File: src/rtl/sap_controller_pkg.sv
// SAP-1 controller shared constants: opcodes, ring states, control-word bits.
// Imported by the controller, the ring counter and the datapath top level.
package sap_controller_pkg;

  localparam logic [3:0] OP_LDA = 4'h0;
  localparam logic [3:0] OP_ADD = 4'h1;
  localparam logic [3:0] OP_SUB = 4'h2;
  localparam logic [3:0] OP_OUT = 4'hE;
  localparam logic [3:0] OP_HLT = 4'hF;

  localparam logic [5:0] T1 = 6'b000001;
  localparam logic [5:0] T2 = 6'b000010;
  localparam logic [5:0] T3 = 6'b000100;
  localparam logic [5:0] T4 = 6'b001000;
  localparam logic [5:0] T5 = 6'b010000;
  localparam logic [5:0] T6 = 6'b100000;

  localparam int CW_W  = 12;
  localparam int CW_CP = 11;
  localparam int CW_EP = 10;
  localparam int CW_LM = 9;
  localparam int CW_CE = 8;
  localparam int CW_LI = 7;
  localparam int CW_EI = 6;
  localparam int CW_LA = 5;
  localparam int CW_EA = 4;
  localparam int CW_SU = 3;
  localparam int CW_EU = 2;
  localparam int CW_LB = 1;
  localparam int CW_LO = 0;

  typedef logic [CW_W-1:0] cw_t;

endpackage

File: src/rtl/sap_controller_ring_counter.sv
// Six-state one-hot ring counter T1..T6 for the SAP-1 sequencer.
// cls reloads T1; en gates the rotation.
module ring_counter
  import sap_controller_pkg::*;
(
  input  logic       clk,
  input  logic       cls,
  input  logic       en,
  output logic [5:0] t_state
);

  always_ff @(posedge clk) begin
    if (cls) begin
      t_state <= T1;
    end else if (en) begin
      t_state <= {t_state[4:0], t_state[5]};
    end
  end

endmodule

File: src/rtl/sap_controller.sv
// SAP-1 controller-sequencer: ring counter, sticky halt flag and
// Moore control-word decode over t_state and opcode.
module sap_controller
  import sap_controller_pkg::*;
(
  input  logic       clk,
  input  logic       cls,
  input  logic       prog_run,
  input  logic [3:0] opcode,
  output logic [5:0] t_state,
  output logic       cp,
  output logic       ep,
  output logic       lm,
  output logic       ce,
  output logic       li,
  output logic       ei,
  output logic       la,
  output logic       ea,
  output logic       su,
  output logic       eu,
  output logic       lb,
  output logic       lo,
  output logic       hlt
);

  logic ring_clr;
  logic ring_en;
  cw_t  cw;

  // Program mode parks the ring at T1 so run mode always starts a fresh fetch.
  assign ring_clr = cls | ~prog_run;
  assign ring_en  = prog_run & ~hlt;

  ring_counter u_ring (
    .clk     (clk),
    .cls     (ring_clr),
    .en      (ring_en),
    .t_state (t_state)
  );

  always_ff @(posedge clk) begin
    if (cls) begin
      hlt <= 1'b0;
    end else if (prog_run && t_state == T4 && opcode == OP_HLT) begin
      hlt <= 1'b1;
    end
  end

  always_comb begin
    cw = '0;
    unique case (1'b1)
      t_state == T1: begin
        cw[CW_EP] = 1'b1;
        cw[CW_LM] = 1'b1;
      end
      t_state == T2: cw[CW_CP] = 1'b1;
      t_state == T3: begin
        cw[CW_CE] = 1'b1;
        cw[CW_LI] = 1'b1;
      end
      t_state == T4: begin
        case (opcode)
          OP_LDA, OP_ADD, OP_SUB: begin
            cw[CW_EI] = 1'b1;
            cw[CW_LM] = 1'b1;
          end
          OP_OUT: begin
            cw[CW_EA] = 1'b1;
            cw[CW_LO] = 1'b1;
          end
          default: ;
        endcase
      end
      t_state == T5: begin
        case (opcode)
          OP_LDA: begin
            cw[CW_CE] = 1'b1;
            cw[CW_LA] = 1'b1;
          end
          OP_ADD, OP_SUB: begin
            cw[CW_CE] = 1'b1;
            cw[CW_LB] = 1'b1;
          end
          default: ;
        endcase
      end
      t_state == T6: begin
        case (opcode)
          OP_ADD: begin
            cw[CW_EU] = 1'b1;
            cw[CW_LA] = 1'b1;
          end
          OP_SUB: begin
            cw[CW_EU] = 1'b1;
            cw[CW_SU] = 1'b1;
            cw[CW_LA] = 1'b1;
          end
          default: ;
        endcase
      end
      default: ;
    endcase
    if (cls || !prog_run || hlt) begin
      cw = '0;
    end
  end

  assign cp = cw[CW_CP];
  assign ep = cw[CW_EP];
  assign lm = cw[CW_LM];
  assign ce = cw[CW_CE];
  assign li = cw[CW_LI];
  assign ei = cw[CW_EI];
  assign la = cw[CW_LA];
  assign ea = cw[CW_EA];
  assign su = cw[CW_SU];
  assign eu = cw[CW_EU];
  assign lb = cw[CW_LB];
  assign lo = cw[CW_LO];

endmodule

File: config.mk
export PLATFORM = sky130hd
export DESIGN_NAME = sap_controller
export DESIGN_NICKNAME = d
export VERILOG_FILES = /design/src/rtl/sap_controller_pkg.sv /design/src/rtl/sap_controller_ring_counter.sv /design/src/rtl/sap_controller.sv
export SDC_FILE = /design/constraint.sdc
export NUM_CORES = 1
export LEC_CHECK = 0
export CORE_MARGIN = 2
export CORE_UTILIZATION = 34
export DETAILED_ROUTE_END_ITERATION = 6
export PLACE_DENSITY = 0.73
export SKIP_CTS_REPAIR_TIMING = 1
export SLEW_MARGIN = 20
export SYNTH_ARGS = -nofsm -noshare
export SYNTH_HDL_FRONTEND = slang
export SYNTH_HIERARCHICAL = 1
export SYNTH_SLANG_ARGS = --single-unit
File: constraint.sdc
create_clock -name clk -period 1.15 [get_ports clk]
set_input_delay 0.23 -clock clk [delete_from_list [all_inputs] [get_ports clk]]
set_output_delay 0.23 -clock clk [all_outputs]
set_load 0.03 [all_outputs]
* Yosys cells after proc, flatten, opt, wreduce, memory -nomap -nowiden
Index checks and enable logic that the tools add are counted.
** Storage, ports and cells
- Bits in registers :: 7
- Bits of input ports :: 7
- Output and inout port bits :: 19
- Word-level logic and storage cells :: 40
** Operators by class
- Equal/unequal tests :: 10
- Mux-type cells :: 16
- Bitwise gates (word level) :: 4
- Reductions and logical operators :: 8
** Operators by type and width (count)
- 12-bit 2-to-1 mux :: 1
- 1-bit 2-to-1 mux :: 11
- 4-bit equality test (second input constant) :: 2
- 6-bit by 1-bit equality test with 1-bit output (second input constant) :: 1
- 6-bit by 2-bit equality test with 1-bit output (second input constant) :: 1
- 6-bit by 3-bit equality test with 1-bit output (second input constant) :: 1
- 6-bit by 4-bit equality test with 1-bit output (second input constant) :: 1
- 6-bit by 5-bit equality test with 1-bit output (second input constant) :: 1
- 6-bit equality test (second input constant) :: 1
- 1-bit one-hot mux with 2 select lines :: 3
- 4-bit by 1-bit equality test with 1-bit output (second input constant) :: 1
- 4-bit by 2-bit equality test with 1-bit output (second input constant) :: 1
- 4-bit zero test :: 1
- 3-bit OR reduction :: 1
- 1-bit logical AND :: 2
- 1-bit logical OR :: 2
- 2-bit 2-to-1 mux :: 1
- 1-bit inverter :: 2
- 2-bit OR reduction :: 1
- 1-bit bitwise AND :: 1
- 1-bit zero test :: 1
- 1-bit OR :: 1

* Logic depth before layout (Yosys ltp)
- Word-level depth :: 5
- Depth in mapped cells :: 4
- Depth with buffers taken out :: 3

* Modules after synthesis
The synthesis kept the hierarchy.
** By module, submodules not included
- sap_controller :: instances 1, cells each 42, area each 295.3 µm², seq. area each 20.0 µm²
- ring_counter :: instances 1, cells each 19, area each 217.7 µm², seq. area each 120.1 µm²

* Worst setup path after synthesis
Ideal clock, no wire load.
- Path type :: reg2out
- From :: register u_ring.t_state[1]
- To :: output port lo
- Arrival :: 1923 ps
- Setup slack :: -1003 ps
- Stages on the path, launching flop included :: 5
- Cells stage by stage :: dfxtp_1 -> nor3_2 -> nand3_2 -> nor3_1 -> buf_4
** On the way
- Longest elaborated chain between the ends :: 3
** RTL lines
- start: declaration :: line sap_controller_ring_counter.sv:9 : output logic [5:0] t_state
- start signal: assignment :: line sap_controller_ring_counter.sv:16 : t_state <= {t_state[4:0], t_state[5]};
- 6-bit by 4-bit equality test with 1-bit output :: line sap_controller.sv:61 : t_state == T4: begin
- 1-bit 2-to-1 mux :: line sap_controller.sv:51 : unique case (1'b1)
- 12-bit 2-to-1 mux :: line sap_controller.sv:103 : if (cls || !prog_run || hlt) begin
- end: declaration :: line sap_controller.sv:22 : output logic lo,
No other way between the ends.

* Worst setup path after layout
- From :: register u_ring.t_state[3]
- To :: output port ce
** On the way
- Longest elaborated chain between the ends :: 3
- Elaborated cells on any way between the ends :: 4
** RTL lines
- 6-bit by 5-bit equality test with 1-bit output or 6-bit by 3-bit equality test with 1-bit output (tied branches) :: line sap_controller.sv:74, sap_controller.sv:57
- 1-bit one-hot mux with 2 select lines (*) :: line sap_controller.sv:51
- 12-bit 2-to-1 mux (*) :: line sap_controller.sv:103
- end: declaration :: line sap_controller.sv:14 : output logic ce,
Mark *: on every way between the ends. The rest lies on a longest branch, timed or not.

==> out/metrics.cfg <==
[synthesis]
async_flop_share_pct = 0
synth_top_area_share_pct = 27.3
ys_seq_area_share_pct = 27.3
synth-edff-count = 0
yosys_warnings = 6
syn_area_um2 = 513
syn_inst = 61
yosys.area.top_type = dfxtp_1
synth_nets = 68
ys_top_cells_by_area = dfxtp_1 27%, mux2i_1 9.8%, nor2_1 8.0%
syn_avg_cell_area_um2 = 8.41
synth_cell_type_count = 26
synth_seq_cells = 7
dominantRegCellSynth = dfxtp_1

[setup_path]
crit_path_top_delay_cell = dfxtp_4
r2r_setup_slack_ns = -0.14
crit_start = u_ring/t_state[3]
crit_buf_inv = 1
startpoint_type = flop
path_max_fanout = 4
arrival_ns = 1.53
cp_data_required_time_ns = 0.92
slowest_delay_ns = 0.35
rr_worst_depth = 6
r2r-start = hlt
crit_family = simple AND/OR/NAND/NOR gates
cp-end-kind = primary output
worstSetupPathDepth = 4
critPathKind = reg -> out
timing.rr.end = u_ring/t_state[2]
cp_cell_sequence = nor4b_4 > nand2_1 > a211oi_4 > buf_4

[floorplan]
die_h_um = 42.8
die-area_um2 = 1840
boundaryPins = 26
start_util_pct = 35.3
core_area_um2 = 1450
die_x_um = 42.8
num_rows = 14

[finish]
seqCellArea_um2 = 161
multiInputGateArea_um2 = 464
layout-area-overhead-vs-synth_pct = 112
fin_util_pct = 75.0
final.fill_count = 105
antenna_cells = 0
final_cell_mix = 20 x buf_6, 15 x buf_4, 6 x nor2_1
drive_gt1_share_pct = 65.4
nets = 112
layout_commonest_cell = buf_6
stdcell_count = 120

[sta]
clock_skew_ns = 0.00660
period_share_pct = 153
setup_violations = 20
setup_slack_ns = -0.607
max_slew_margin_pct = 80.1
rsz0062_at_grt = yes
tightestPinTransition_ns = 0.298
hold_viol = 0
whs_ns = 0.334
fin_crit_ns = 1.76
fmax_mhz = 569
maxSlewViolCount = 0

[route]
drt_iter0_markers = 10
drc = 0
routed_wl_um = 1570
drt-vias-per-instance = 5.10
ant_nets = 0
firstDrtPassIters = 4
avgRoutedWirePerCell_um = 13.1
num_vias = 612

[status]
violations = setup timing
status = finished, violations left

[placed_design]
gp_congestion = 0.756
place_inst = 115
dp.final_hpwl_um = 1170
io_buffers = 25

[grt]
antenna_found_initial = 0
overflow = 0
grt.total_usage_pct = 17.2
grt_start_max_net_pins = 8
grt_pass1_vias = 557
grt_first_pass_wirelength_um = 2360

[worst_hold_path]
hp-class = in -> reg
min_to = hlt
min_path_cells = 2
min-delay-start = cls

[power]
peakVddDrop_uv = 712
power_mw = 0.635
power_leakage_nw = 0.483
power.density_nw_per_um2 = 582

[cts]
numCtsBuffers = 3
clk_latency_ns = 0.25
cts_root_buffer = clkbuf_4
cts_buffer_depth = 2
cts_num_sinks = 7
cts_tree = built
htree_levels = 1
path_clk_slew_ns = 0.05

[run]
cap_violations = 0

==> metrics by stage <==
step / cell area, µm² / setup WS, ns / setup TNS, ns
floorplan: 612 / -0.373 / -3.46
global placement: 925 / -0.778 / -10.25
detailed placement: 925 / -0.797 / -10.64
CTS: 951 / -0.802 / -9.15
global route: 1090 / -0.712 / -8.90
finish: 1090 / -0.607 / -7.22
==> cells by family after synthesis <==
| logic type | count (synthesis) | share of synthesized area (%) |
|---|---|---|
| XOR/XNOR | 1 | 1.71 |
| buffers and inverters | 4 | 5.12 |
| AND/OR/NAND/NOR | 39 | 47.8 |
| flip-flops | 7 | 27.3 |
| multiplexers | 5 | 9.76 |
| AO/OA/AOI/OAI | 5 | 8.29 |
==> power by group <==
group / internal (mW) / total (mW) / leakage, nW / switching, mW
clock: 0.132 / 0.224 / 0.0150 / 0.0917
combinational: 0.0834 / 0.170 / 0.407 / 0.0862
sequential: 0.236 / 0.241 / 0.0608 / 0.00437
total: 0.452 / 0.635 / 0.483 / 0.182
==> layer usage <==
layer | wire length, µm | global-route usage (%) | part of all wire, % | vias up
li1 | - | - | - | 301
met5 | 0 | 0 | 0 | -
met3 | 87 | 6.38 | 5.5 | 4
met1 | 621 | 20.2 | 39 | 289
met2 | 841 | 27.6 | 53 | 18
met4 | 23 | 7.50 | 1.5 | 0
==> registers in the layout, indices dropped and copies added, names as in the netlist <==
signal and count:
u_ring/t_state 6, hlt 1
==> worst max-delay path by stage <==
stage	end	slack (ns)
global placement	lb	-0.78
finish	ce	-0.61
CTS	lb	-0.80
detailed placement	lb	-0.80
floorplan	lb	-0.37
global route	lb	-0.71
==> cell usage after synthesis (2+ instances only) <==
master,number
dfxtp_1,7
nand2_1,6
nand4b_1,3
nand3_2,2
inv_1,2
mux2i_1,5
nor2b_1,2
nor2_1,11
nand2b_1,4
nor3_1,3
==> worst register-to-register path, cell delays in order (launching register included) <==
cell and delay (ns):
dfxtp_4 0.35, buf_4 0.13, buf_6 0.12, nor2b_4 0.15
buf_6 0.16, mux2i_1 0.23, nor2_1 0.05
==> area by class of cell <==
| cell class | instances | share of cell area, % |
|---|---|---|
| sequential | 7 | 14.8 |
| inverter | 2 | 0.689 |
| tap | 16 | 1.84 |
| timing repair buffer | 41 | 37.7 |
| multi-input combinational | 50 | 42.6 |
| clock buffer | 4 | 2.41 |
(Power assumes the default switching activity.)
